### config.mk
export PLATFORM = sky130hd
export DESIGN_NAME = mult_pipe_hs
export DESIGN_NICKNAME = d
export VERILOG_FILES = /design/src/rtl/mult_pkg.sv /design/src/rtl/mult_pipe_stage.sv /design/src/rtl/mult_pipe_hs.sv
export SDC_FILE = /design/constraint.sdc
export NUM_CORES = 1
export LEC_CHECK = 0
export BUFFER_PORTS_ARGS = -buffer_cell sky130_fd_sc_hd__buf_4
export CAP_MARGIN = 20
export CORE_MARGIN = 2
export CORE_UTILIZATION = 35
export DETAILED_ROUTE_END_ITERATION = 7
export PLACE_DENSITY = 0.56
export SYNTH_ARGS = -nofsm -noshare
export SYNTH_HDL_FRONTEND = slang
export SYNTH_SLANG_ARGS = --single-unit
### constraint.sdc
create_clock -name clk -period 7.25 [get_ports clk]
set_input_delay 1.45 -clock clk [delete_from_list [all_inputs] [get_ports clk]]
set_output_delay 1.45 -clock clk [all_outputs]
set_load 0.02 [all_outputs]
### src/rtl/mult_pkg.sv
// Shared defaults and helpers for the handshaked pipelined multiplier.
// LAT is the unstalled accept-to-output latency in clock edges.
package mult_pkg;

    localparam int DEF_WIDTHA      = 16;
    localparam int DEF_WIDTHB      = 24;
    localparam int DEF_PIPE_STAGES = 4;
    localparam int DEF_TAG_W       = 4;
    localparam int LAT             = DEF_PIPE_STAGES + 1;

    // Extension bit above an operand's msb: its sign when signed, else zero.
    function automatic logic ext_bit(input logic msb, input logic is_signed);
        return msb & is_signed;
    endfunction

endpackage

### src/rtl/mult_pipe_stage.sv
// One elastic pipeline stage: valid bit, data register and local ready term.
// A stage loads whenever it is empty or its downstream neighbour can take its contents.
module mult_pipe_stage
    import mult_pkg::*;
#(
    parameter int DW = 8
) (
    input  logic          clk,
    input  logic          rst_n,
    input  logic          flush,
    input  logic          up_valid,
    input  logic [DW-1:0] up_data,
    input  logic          dn_rdy,
    output logic          rdy,
    output logic          valid,
    output logic [DW-1:0] data
);

    logic          valid_r;
    logic [DW-1:0] data_r;

    assign rdy   = !valid_r || dn_rdy;
    assign valid = valid_r;
    assign data  = data_r;

    // Stage state: flush drops the valid bit only; data is don't-care while invalid.
    always_ff @(posedge clk or negedge rst_n) begin
        if (!rst_n) begin
            valid_r <= 1'b0;
            data_r  <= {DW{1'b0}};
        end else if (flush) begin
            valid_r <= 1'b0;
        end else if (rdy) begin
            valid_r <= up_valid;
            data_r  <= up_data;
        end
    end

endmodule

### src/rtl/mult_pipe_hs.sv
// Pipelined WIDTHA x WIDTHB multiplier with valid/ready handshake, per-operation signedness,
// tag pass-through, bubble collapsing and synchronous flush.
module mult_pipe_hs
    import mult_pkg::*;
#(
    parameter int WIDTHA      = DEF_WIDTHA,
    parameter int WIDTHB      = DEF_WIDTHB,
    parameter int PIPE_STAGES = DEF_PIPE_STAGES,
    parameter int TAG_W       = DEF_TAG_W
) (
    input  logic                     clk,
    input  logic                     rst_n,
    input  logic                     flush,
    input  logic                     in_valid,
    output logic                     in_ready,
    input  logic [WIDTHA-1:0]        a,
    input  logic [WIDTHB-1:0]        b,
    input  logic                     a_signed,
    input  logic                     b_signed,
    input  logic [TAG_W-1:0]         in_tag,
    output logic                     out_valid,
    input  logic                     out_ready,
    output logic [WIDTHA+WIDTHB-1:0] res,
    output logic [TAG_W-1:0]         out_tag,
    output logic                     busy
);

    localparam int RW  = WIDTHA + WIDTHB;
    localparam int S0W = WIDTHA + WIDTHB + 2 + TAG_W;
    localparam int SNW = RW + TAG_W;

    logic [PIPE_STAGES:0] v_vec_s;
    logic                 s0_rdy_s;
    logic                 s0_v_s;
    logic [S0W-1:0]       s0_data_s;
    logic [WIDTHA-1:0]    s0_a_s;
    logic [WIDTHB-1:0]    s0_b_s;
    logic                 s0_as_s;
    logic                 s0_bs_s;
    logic [TAG_W-1:0]     s0_tag_s;
    logic [RW-1:0]        a_x_s;
    logic [RW-1:0]        b_x_s;
    logic [RW-1:0]        prod_s;

    mult_pipe_stage #(.DW(S0W)) u_s0 (
        .clk      (clk),
        .rst_n    (rst_n),
        .flush    (flush),
        .up_valid (in_valid),
        .up_data  ({a, b, a_signed, b_signed, in_tag}),
        .dn_rdy   (g_stage[1].rdy_s),
        .rdy      (s0_rdy_s),
        .valid    (s0_v_s),
        .data     (s0_data_s)
    );

    assign in_ready   = s0_rdy_s;
    assign v_vec_s[0] = s0_v_s;

    assign s0_a_s   = s0_data_s[S0W-1 -: WIDTHA];
    assign s0_b_s   = s0_data_s[TAG_W+2 +: WIDTHB];
    assign s0_as_s  = s0_data_s[TAG_W+1];
    assign s0_bs_s  = s0_data_s[TAG_W];
    assign s0_tag_s = s0_data_s[TAG_W-1:0];

    // Only the low RW bits of the (WIDTHA+1)x(WIDTHB+1) signed product are kept, so
    // sign-extending both operands to RW bits and multiplying modulo 2^RW is exact.
    assign a_x_s  = {{WIDTHB{ext_bit(s0_a_s[WIDTHA-1], s0_as_s)}}, s0_a_s};
    assign b_x_s  = {{WIDTHA{ext_bit(s0_b_s[WIDTHB-1], s0_bs_s)}}, s0_b_s};
    assign prod_s = a_x_s * b_x_s;

    for (genvar k = 1; k <= PIPE_STAGES; k++) begin : g_stage
        logic           rdy_s;
        logic           v_s;
        logic           up_v_s;
        logic           dn_rdy_s;
        logic [SNW-1:0] up_s;
        logic [SNW-1:0] d_s;

        if (k == 1) begin : g_first
            assign up_s   = {prod_s, s0_tag_s};
            assign up_v_s = s0_v_s;
        end else begin : g_mid
            assign up_s   = g_stage[k-1].d_s;
            assign up_v_s = g_stage[k-1].v_s;
        end

        if (k == PIPE_STAGES) begin : g_last
            assign dn_rdy_s = out_ready;
        end else begin : g_inner
            assign dn_rdy_s = g_stage[k+1].rdy_s;
        end

        mult_pipe_stage #(.DW(SNW)) u_stage (
            .clk      (clk),
            .rst_n    (rst_n),
            .flush    (flush),
            .up_valid (up_v_s),
            .up_data  (up_s),
            .dn_rdy   (dn_rdy_s),
            .rdy      (rdy_s),
            .valid    (v_s),
            .data     (d_s)
        );

        assign v_vec_s[k] = v_s;
    end

    assign out_valid = g_stage[PIPE_STAGES].v_s;
    assign res       = g_stage[PIPE_STAGES].d_s[SNW-1 -: RW];
    assign out_tag   = g_stage[PIPE_STAGES].d_s[TAG_W-1:0];
    assign busy      = |v_vec_s;

endmodule

== Word level (Yosys, flattened, before mapping) ==
Cells that the tools add are included.
Storage, ports and cells
  output and inout bits: 47
  bits in registers: 227
  word-level logic and storage cells: 45
Cells by class
  multipliers: 1
  multiplexer cells: 10
  reduce and logical (&&, ||, !) cells: 21
  bitwise gates (word level): 3
Operators with widths (number)
  $mul A17 B25 Y40: 1
  $mux W1: 10
  $reduce_and A2 Y1: 5
  $reduce_bool A2 Y1: 5
  $logic_not A1 Y1: 5
  $logic_or A1 B1 Y1: 5
  $reduce_or A5 Y1: 1
  $and A1 B1 Y1: 2
  $not A1 Y1: 1

== Depth between registers and ports, before layout ==
Gate-level depths: netlist (run 1).
  word-level depth: 8
  mapped depth: 26
  depth with buffers taken out: 25

== Hierarchy ==
From an unflattened synthesis (run 1), not the netlist that was laid out.
Unflattened totals
  cell total of the unflattened synthesis: 2188
  area total of the unflattened synthesis: 24390.9 um^2
By module, submodules not included
  mult_pipe_hs: cells an instance 1694, area an instance 14834.2 um^2, instances 1, seq. area each 0.0 um^2
  mult_pipe_stage at g_stage[1].u_stage ...: cells an instance 98, area an instance 1896.8 um^2, instances 4, seq. area each 1126.1 um^2
  mult_pipe_stage at u_s0: cells an instance 102, area an instance 1969.4 um^2, instances 1, seq. area each 1176.1 um^2

== Worst setup path before layout (run 1) ==
OpenSTA, ideal clock, no wires.
  path type: register -> register
  start: register u_s0.data_r[20], in the netlist u_s0.data[20]
  end: register g_stage[1].u_stage.data_r[42]
  cell stages (with the launch flop): 25
  setup time: 0.120 ns
  data arrival time: 6.108 ns
  buffers on the path: 2
  path slack: 1.022 ns
  clock period less this slack: 6.228 ns
  path through: dfrtp_1 -> clkbuf_1 -> clkbuf_1 -> nand2_1 -> fa_1 -> inv_1 -> fa_1 -> inv_1 -> fa_1 -> inv_1 -> fa_1 -> fa_1 -> inv_1 -> fa_1 -> inv_1 -> ha_1 -> a21o_1 -> a22o_1 -> nor4_4 -> nand2_2 -> o211ai_4 -> o22ai_2 -> o211a_1 -> or3_1 -> a31o_1
On the way
  longest elaborated chain between the ends: 1
Ends and longest elaborated chain
  start, declared: line mult_pipe_stage.sv:20  | logic [DW-1:0] data_r;
  start signal, assigned: line mult_pipe_stage.sv:30  | data_r <= {DW{1'b0}};
  start signal, assigned: line mult_pipe_stage.sv:35  | data_r <= up_data;
  $mul A17 B25 Y40: line mult_pipe_hs.sv:70  | assign prod_s = a_x_s * b_x_s;
  end signal, assigned: line mult_pipe_stage.sv:30
  end signal, assigned: line mult_pipe_stage.sv:35
  end, declared: line mult_pipe_stage.sv:20
Every way passes these cells.
A chain may end at the register's enable or synchronous reset.

== Worst setup path after layout (run 1) ==
  start: register u_s0.data_r[21], in the netlist u_s0.data[21]
  end: register g_stage[1].u_stage.data_r[42]
The elaborated chain is that of the path after synthesis.

==> results_dict.tcl, run 1 <==
set metrics [dict create \
    hold_class "flip-flop to flip-flop" \
    grt_pass1_vias 17000 \
    reg2reg_setup_slack_ns 0.49 \
    dieArea_um2 67800 \
    cts_made_buffers 27 \
    finalCritPeriodShare_pct 93.2 \
    muxShareOfSynthArea_pct 8.72 \
    synthesis.area_um2 23000 \
    placementRows 93 \
    slew_violations 0 \
    ant_nets 0 \
    synth_cells 2225 \
    dr.pass1.iters 7 \
    final_cell_mix "inv_1, fa_1, nand2_1, dfrtp_1, mux2_2" \
    crit_arrival_ns 7.22 \
    critPathCapture "g_stage[1].u_stage.data[42]$_DFFE_PN0P_" \
    synth_top_area_share_pct 35.0 \
    nNetsFinal 2841 \
    reg2reg_to "g_stage[1].u_stage.data[42]$_DFFE_PN0P_" \
    cts_sinks 227 \
    drcViolationCount 0 \
    run_status "completed" \
    startpoint "u_s0.data[21]$_DFFE_PN0P_" \
    io_pins 98 \
    yosys.area_share.simple_pct 11.6 \
    hold_start "g_stage[1].u_stage.data[4]$_DFFE_PN0P_" \
    end_kind "flip-flop" \
    reg2reg_from "u_s0.data[21]$_DFFE_PN0P_" \
    worst_ep_required_time_ns 7.71 \
    synth_top_family_by_area "adder cells" \
    fmax_ghz 0.148 \
    rsz0062_at_grt "no" \
    layout_commonest_cell "inv_1" \
    floorplan.core_area_um2 64700 \
    synth_area_leaders "fa_1, dfrtp_1, mux2_2" \
    placedCellCount 3114 \
    overflow 0 \
    synth_compound_area_share_pct 3.84 \
    critPathKind "flip-flop to flip-flop" \
    yosysWarnings 0 \
    start_kind "flip-flop" \
    placed_area_um2 24800 \
    drv_cap 0 \
    setup_viol 0 \
    crit_fanout 18 \
    synthFlopType "dfrtp_1" \
    io_buffers 97 \
    clock_skew_ns 0.0128 \
    hold_viol 0 \
    clk_pin_slew_worst_paths_ns 0.07 \
    grt_usage_pct 16.6 \
    drive_above_1_share_pct 16.8 \
    ctsLongestPathBuffers 3 \
    yosysTopAreaCell "fa_1" \
    hold_slack_ns 0.469 \
    clkLatencyLatePin_ns 0.56 \
    syn_nets 2776 \
    synth_fa_ha_area_share_pct 40.3 \
    viasPerCell 4.76 \
    num_vias 15100 \
    cts-root-buf "clkbuf_16" \
    area_growth_pct 11.5 \
    fin_tns_setup_ns 0 \
    drt_first_iter_violations 717 \
    yosysSeqAreaShare_pct 24.7 \
    gp_congestion 0.868 \
    ctsHtreeMaxLevel 1 \
    synthXorXnorAreaFrac_pct 1.41 \
    design_area_um2 25600 \
    dpl.hpwl_um 42700 \
    grt_pass1_wl_um 89000 \
    die_h_um 260 \
    synth_edf_count 0 \
    wl_per_cell_um 16.9 \
    tritoncts "yes" \
    antenna_cells 0 \
    slew_headroom_pct 33.1 \
    antenna_found_initial 0 \
    async_flop_share_pct 100 \
    fin_cells 3160 \
    drt_wl_total_um 53400 \
    ys_seq_elements 227 \
    synth.avg_cell_area_um2 10.3 \
    die_w_um 260 \
    grt_max_degree 104 \
    r2r_cells 22 \
    initial_utilization_pct 35.5 \
    worst_slew_pin_slew_ns 1.00 \
    yosysUniqueCellTypes 56 \
    min_period_ns 6.76 \
]
[sequential cells by signal, summed over array words and instances (netlist names)]
name                   flops
u_s0.data                 46
u_s0.valid                 1
g_stage.u_stage.data     176
g_stage.u_stage.valid      4
[logic make-up (layout without fill, tap and decap cells)]
kind of cell,Yosys count,after routing
adder cells (fa/ha/maj),500,500
XOR/XNOR,37,37
AO/OA/AOI/OAI,137,137
flip-flops,227,227
AND/OR/NAND/NOR,572,572
multiplexers,178,178
buffers and inverters,574,654
[metrics by stage]
step	utilization (%)	setup WS (ns)
global placement	38.3	0.536
floorplan	-	1.02
CTS	39.6	0.328
detailed placement	38.3	0.363
global route	39.6	0.0503
finish	39.6	0.489
[area by class of cell]
cell class | instances | area [um^2]
multi-input cells | 1424 | 15200
well taps | 855 | 1070
inverters | 468 | 1760
repair buffers | 142 | 1090
clock buffers | 34 | 732
flip-flops and latches | 227 | 5690
fillers | 6343 | 39100
clock inverters | 10 | 110
[repair_timing]
| action | in CTS | in global routing |
|---|---|---|
| endpoints found under the setup margin | 0 | 2 |
| hold buffers | 0 | 0 |
| buffers inserted | 0 | 0 |
| endpoints found under the hold margin | 0 | 0 |
| gates resized for setup | 0 | 6 |
[cells in the mapped netlist, types with 2 or more instances]
cell type,count
a21boi_0,4
inv_1,468
a21bo_2,2
nor3_1,8
nor2b_1,2
and4_1,2
and3_1,12
nand2b_1,5
o21bai_1,3
a21oi_1,30
a211oi_1,4
fa_1,402
a21o_1,9
xor2_1,12
o21ai_2,3
clkbuf_1,100
or3_1,3
mux2_2,178
o21ai_0,42
o21ai_1,6
o31ai_1,7
o21a_1,6
a31oi_1,3
or2_2,7
o211ai_1,3
xnor2_1,25
nand4_1,2
buf_1,2
ha_1,98
buf_2,3
and2_1,148
a22o_1,2
nor2_1,47
dfrtp_1,227
nand2_1,319
nand3_1,11
[worst min path at each step]
stage                                              endpoint  slack (ns)  cells after the start
floorplan            g_stage[1].u_stage.data[4]$_DFFE_PN0P_        0.43                      2
global placement     g_stage[1].u_stage.data[2]$_DFFE_PN0P_        0.45                      2
detailed placement   g_stage[1].u_stage.data[4]$_DFFE_PN0P_        0.46                      2
CTS                  g_stage[1].u_stage.data[4]$_DFFE_PN0P_        0.47                      2
global route        g_stage[1].u_stage.data[14]$_DFFE_PN0P_        0.49                      2
finish               g_stage[1].u_stage.data[4]$_DFFE_PN0P_        0.47                      2
[worst max-delay path, stage by stage, from the launching register on]
cell and delay [ns]:
dfrtp_1 0.88, nand2_1 0.17, fa_1 0.52, inv_1 0.06, fa_1 0.53, inv_1 0.06, fa_1 0.50, inv_1 0.06
fa_1 0.52, fa_1 0.50, inv_1 0.05, fa_1 0.48, inv_1 0.04, ha_1 0.34, a21o_1 0.20, a22o_1 0.29
nor4_4 0.21, nand2_2 0.10, o211ai_4 0.24, o22ai_2 0.13, o211a_1 0.24, or3_1 0.30, a31o_1 0.22
[routing by layer]
metal  vias to the layer above  routed length, um  GRT usage [%]
li1                       6796                  -              -
met1                      7845              21300           19.9
met2                       314              28700           31.5
met3                        97               1930           1.64
met4                         0               1520           4.59
met5                         -                  0              0
Power of run 1 is left out: the tool's default activity adds up to more than one toggle a clock period on the data nets, which glitch-free logic cannot reach.
==> inputs of run 2 (changes only) <==
--- a/config.mk
+++ b/config.mk
@@ -7,10 +7,12 @@
 export LEC_CHECK = 0
 export BUFFER_PORTS_ARGS = -buffer_cell sky130_fd_sc_hd__buf_4
 export CAP_MARGIN = 20
+export CELL_PAD_IN_SITES_DETAIL_PLACEMENT = 1
+export CELL_PAD_IN_SITES_GLOBAL_PLACEMENT = 1
 export CORE_MARGIN = 2
 export CORE_UTILIZATION = 35
 export DETAILED_ROUTE_END_ITERATION = 7
-export PLACE_DENSITY = 0.56
+export PLACE_DENSITY = 0.66
 export SYNTH_ARGS = -nofsm -noshare
 export SYNTH_HDL_FRONTEND = slang
 export SYNTH_SLANG_ARGS = --single-unit
==> run 2 against run 1 <==
Sequential cell count is the same; final cell count about the same; via count grew 0.31%; register-to-register slack worse by 0.097 ns; setup slack got worse by 0.097 ns; die area unchanged; critical endpoint unchanged.
==> results_dict.tcl, run 2 (synthesis gave the netlist of run 1 again) <==
set metrics [dict create \
    nNetsFinal 2836 \
    die_h_um 260 \
    final_cell_mix "inv_1, fa_1, nand2_1, dfrtp_1, mux2_2" \
    slew_headroom_pct 31.3 \
    gp_congestion 0.854 \
    fin_tns_setup_ns 0 \
    drcViolationCount 0 \
    num_vias 15100 \
    critPathKind "flip-flop to flip-flop" \
    setup_viol 0 \
    largest_reg_flops 176 \
    io_buffers 97 \
    finalCritPeriodShare_pct 94.6 \
    grt_usage_pct 18.1 \
    io_pins 98 \
    worst_slew_pin_slew_ns 1.03 \
    grt_pass1_wl_um 96400 \
    tritoncts "yes" \
    rsz0062_at_grt "no" \
    slew_violations 0 \
    cts_made_buffers 26 \
    start_kind "flip-flop" \
    clkLatencyLatePin_ns 0.56 \
    layout_commonest_cell "inv_1" \
    die_w_um 260 \
    area_growth_pct 11.6 \
    dr.pass1.iters 4 \
    drt_first_iter_violations 539 \
    dieArea_um2 67800 \
    crit_fanout 15 \
    worst_ep_required_time_ns 7.69 \
    min_period_ns 6.86 \
    wl_per_cell_um 18.2 \
    hold_class "flip-flop to flip-flop" \
    floorplan.core_area_um2 64700 \
    drive_above_1_share_pct 16.6 \
    placementRows 93 \
    ctsLongestPathBuffers 3 \
    viasPerCell 4.78 \
    fill_cells 7279 \
    clk_pin_slew_worst_paths_ns 0.06 \
    cts-root-buf "clkbuf_16" \
    hold_viol 0 \
    overflow 0 \
    antenna_cells 0 \
    dpl.hpwl_um 46500 \
    end_kind "flip-flop" \
    antenna_found_initial 1 \
    drt_wl_total_um 57400 \
    initial_utilization_pct 35.5 \
    drv_cap 0 \
    clock_skew_ns 0.0125 \
    hold_buffers 0 \
    fmax_ghz 0.146 \
    run_status "completed" \
    cts_sinks 227 \
    crit_arrival_ns 7.30 \
    grt_pass1_vias 18300 \
    grt_max_degree 121 \
    ctsHtreeMaxLevel 1 \
    ant_nets 0 \
]
## run 2: timing repair
action | 4_1_cts | 5_1_grt
resized for setup | 0 | 3
buffers inserted | 0 | 0
endpoints found under the setup margin | 0 | 7
## run 2: final cells by class
type	count	area (um^2)	share of cell area (%)
well taps	855	1070	4.17
multi-input cells	1424	15200	59.2
clock inverters	9	161	0.629
inverters	468	1760	6.84
clock buffers	36	758	2.95
flip-flops and latches	227	5680	22.1
repair buffers	138	1060	4.11
## run 2: per-stage QoR
step	worst slack, ns	hold WS (ns)	instances	utilization, %	instance area (um^2)
finish	0.392	0.467	3157	39.7	25700
global route	0.0396	0.496	3157	39.7	25700
CTS	0.187	0.469	3157	39.7	25700
detailed placement	0.207	0.454	3112	38.3	24800
global placement	0.420	0.450	3112	38.3	24800
floorplan	1.02	0.433	2225	-	23000
## run 2: final timing paths
kind                                                   startpoint                                       to  slack, ns  depth (start not counted)
hold reg to reg            g_stage[1].u_stage.data[4]$_DFFE_PN0P_   g_stage[1].u_stage.data[4]$_DFFE_PN0P_       0.47                          2
setup / recovery                        u_s0.data[34]$_DFFE_PN0P_  g_stage[1].u_stage.data[42]$_DFFE_PN0P_       0.39                         23
hold / removal             g_stage[1].u_stage.data[4]$_DFFE_PN0P_   g_stage[1].u_stage.data[4]$_DFFE_PN0P_       0.47                          2
min in group asynchronous                                   rst_n  g_stage[3].u_stage.data[17]$_DFFE_PN0P_       0.96                          1
max in group asynchronous                                   rst_n  g_stage[4].u_stage.data[42]$_DFFE_PN0P_       5.10                          2
setup reg to reg                        u_s0.data[34]$_DFFE_PN0P_  g_stage[1].u_stage.data[42]$_DFFE_PN0P_       0.39                         23
## run 2: routing by layer
layer | wire length [um] | global-route usage (%) | vias to the layer above
li1 | - | - | 6788
met2 | 31100 | 34.7 | 194
met3 | 1330 | 1.68 | 108
met4 | 2250 | 6.14 | 0
met5 | 0 | 0 | -
met1 | 22700 | 20.9 | 8009
## run 2: critical path, cell delays in order (launching register included)
cell and delay, ns:
dfrtp_1 0.69, buf_4 0.30, nand2_1 0.09, fa_1 0.52, inv_1 0.07, fa_1 0.53
inv_1 0.05, fa_1 0.50, inv_1 0.06, fa_1 0.59, inv_1 0.06, fa_1 0.49
inv_1 0.05, fa_1 0.44, ha_1 0.35, and3_1 0.29, and3b_1 0.21, o21ai_2 0.12
o21ai_2 0.17, o211ai_4 0.29, o22ai_2 0.14, o211a_1 0.24, or3_1 0.30, a31o_1 0.22
Power of run 2 is left out for the same reason.
==> inputs of run 3 (changes only) <==
--- a/config.mk
+++ b/config.mk
@@ -10,9 +10,9 @@
 export CELL_PAD_IN_SITES_DETAIL_PLACEMENT = 1
 export CELL_PAD_IN_SITES_GLOBAL_PLACEMENT = 1
 export CORE_MARGIN = 2
-export CORE_UTILIZATION = 35
+export CORE_UTILIZATION = 51
 export DETAILED_ROUTE_END_ITERATION = 7
-export PLACE_DENSITY = 0.66
+export PLACE_DENSITY = 0.88
 export SYNTH_ARGS = -nofsm -noshare
 export SYNTH_HDL_FRONTEND = slang
 export SYNTH_SLANG_ARGS = --single-unit
==> run 3 against run 2 <==
First-iteration DRC count grew 120%; sequential cell count is the same; setup slack lost 0.20 ns; sequential share of layout area grew 0.56 points; global-route usage grew 13 points; non-clock buffer count shrank 9; cell area shrank 1.5%; die area shrank 31%; final cell count shrank 8.6%; clock skew grew 0.0039 ns; utilization grew 17 points; register-to-register slack lost 0.20 ns.
==> results_dict.tcl, run 3 (synthesis gave the netlist of run 1 again) <==
set metrics [dict create \
    final_cell_mix "inv_1, fa_1, nand2_1, dfrtp_1, mux2_2" \
    antenna_found_initial 0 \
    drv_cap 0 \
    worst_slack_ns 0.191 \
    worst_ep_required_time_ns 7.63 \
    slew_violations 0 \
    finalCritPeriodShare_pct 97.4 \
    clk_pin_slew_worst_paths_ns 0.07 \
    startpoint "u_s0.data[16]$_DFFE_PN0P_" \
    crit_fanout 18 \
    gp_congestion 0.882 \
    drt_wl_total_um 70300 \
    critPathKind "flip-flop to flip-flop" \
    grt_usage_pct 31.3 \
    reg2reg_from "u_s0.data[16]$_DFFE_PN0P_" \
    fmax_ghz 0.142 \
    cts_made_buffers 25 \
    reg2reg_to "g_stage[1].u_stage.data[29]$_DFFE_PN0P_" \
    min_period_ns 7.06 \
    num_vias 16600 \
    crit_arrival_ns 7.44 \
    floorplan.core_area_um2 44300 \
    dieArea_um2 46800 \
    initial_utilization_pct 51.9 \
    overflow 0 \
    hold_viol 0 \
    clock_skew_ns 0.0164 \
    fill_cells 4791 \
    reg2reg_setup_slack_ns 0.19 \
    final_util_pct 57.1 \
    wl_per_cell_um 24.3 \
    die_h_um 216 \
    dr.pass1.iters 6 \
    io_pins 98 \
    hold_class "flip-flop to flip-flop" \
    drcViolationCount 0 \
    grt_max_degree 118 \
    ctsHtreeMaxLevel 1 \
    clkLatencyLatePin_ns 0.55 \
    hold_slack_ns 0.476 \
    slew_headroom_pct 31.7 \
    place_ws_ns 0.0351 \
    end_kind "flip-flop" \
    cts_sinks 227 \
    critPathCapture "g_stage[1].u_stage.data[29]$_DFFE_PN0P_" \
    drive_above_1_share_pct 17.6 \
    r2r_cells 20 \
    layout_commonest_cell "inv_1" \
    placementRows 77 \
    setup_viol 0 \
    nNetsFinal 2826 \
    ant_nets 0 \
    start_kind "flip-flop" \
    io_buffers 97 \
    grt_pass1_vias 20300 \
    viasPerCell 5.74 \
    area_growth_pct 9.96 \
    die_w_um 216 \
    ctsLongestPathBuffers 3 \
    drt_first_iter_violations 1170 \
    run_status "completed" \
    tritoncts "yes" \
    grt_pass1_wl_um 112000 \
    cts-root-buf "clkbuf_16" \
    worst_slew_pin_slew_ns 1.02 \
    dpl.hpwl_um 49400 \
    largest_reg_flops 176 \
]
## run 3: metal layers
| metal | GRT usage (%) | wire [um] | up-vias |
|---|---|---|---|
| met4 | 23.0 | 6250 | 0 |
| met2 | 55.8 | 36500 | 711 |
| met1 | 33.7 | 24000 | 8711 |
| met3 | 4.86 | 3510 | 376 |
| li1 | - | - | 6761 |
| met5 | 0 | 0 | - |
## run 3: per-stage QoR
step	TNS, ns	area, um^2	instances
3_5_place_dp	0	24300	2838
6_report	0	25300	2887
4_1_cts	0	25200	2884
2_1_floorplan	0	23000	2225
5_1_grt	-0.00509	25300	2886
3_3_place_gp	0	24300	2838
## run 3: final cells by class
cell class / count / area, um^2 / share of cell area, %
repair buffers: 129 / 1000 / 3.96
clock inverters: 15 / 149 / 0.589
inverters: 468 / 1760 / 6.95
flip-flops and latches: 227 / 5740 / 22.7
clock buffers: 31 / 668 / 2.64
diodes: 1 / 2.50 / 0.00990
multi-input cells: 1424 / 15200 / 60.2
well taps: 592 / 741 / 2.93
## run 3: how the worst min path moves through the flow
stage	start	slack, ns	depth (start not counted)	to
after CTS	g_stage[1].u_stage.data[39]$_DFFE_PN0P_	0.48	2	g_stage[1].u_stage.data[39]$_DFFE_PN0P_
final	g_stage[1].u_stage.data[39]$_DFFE_PN0P_	0.48	2	g_stage[1].u_stage.data[39]$_DFFE_PN0P_
after detailed placement	g_stage[1].u_stage.data[7]$_DFFE_PN0P_	0.47	2	g_stage[1].u_stage.data[7]$_DFFE_PN0P_
after floorplan	g_stage[1].u_stage.data[4]$_DFFE_PN0P_	0.43	2	g_stage[1].u_stage.data[4]$_DFFE_PN0P_
after global routing	g_stage[1].u_stage.data[39]$_DFFE_PN0P_	0.52	2	g_stage[1].u_stage.data[39]$_DFFE_PN0P_
after global placement	g_stage[1].u_stage.data[4]$_DFFE_PN0P_	0.45	2	g_stage[1].u_stage.data[4]$_DFFE_PN0P_
## run 3: what timing repair did
action,4_1_cts,5_1_grt
buffers inserted,0,2
endpoints found under the setup margin,6,14
gates cloned,0,0
resized for setup,10,36
hold buffers,0,0
## run 3: worst max-delay path: stages (launching register included)
cell	delay, ns
dfrtp_2	0.63
nand2_1	0.21
fa_1	0.56
inv_1	0.06
fa_1	0.49
fa_1	0.51
inv_1	0.06
fa_1	0.54
inv_1	0.05
fa_1	0.49
fa_1	0.47
ha_1	0.38
a21oi_1	0.31
nand2_1	0.16
a221oi_4	0.45
nand2_1	0.21
a31oi_1	0.41
o21ai_1	0.19
a31oi_1	0.25
xor2_1	0.29
o21ai_1	0.14
Power of run 3 is left out for the same reason.
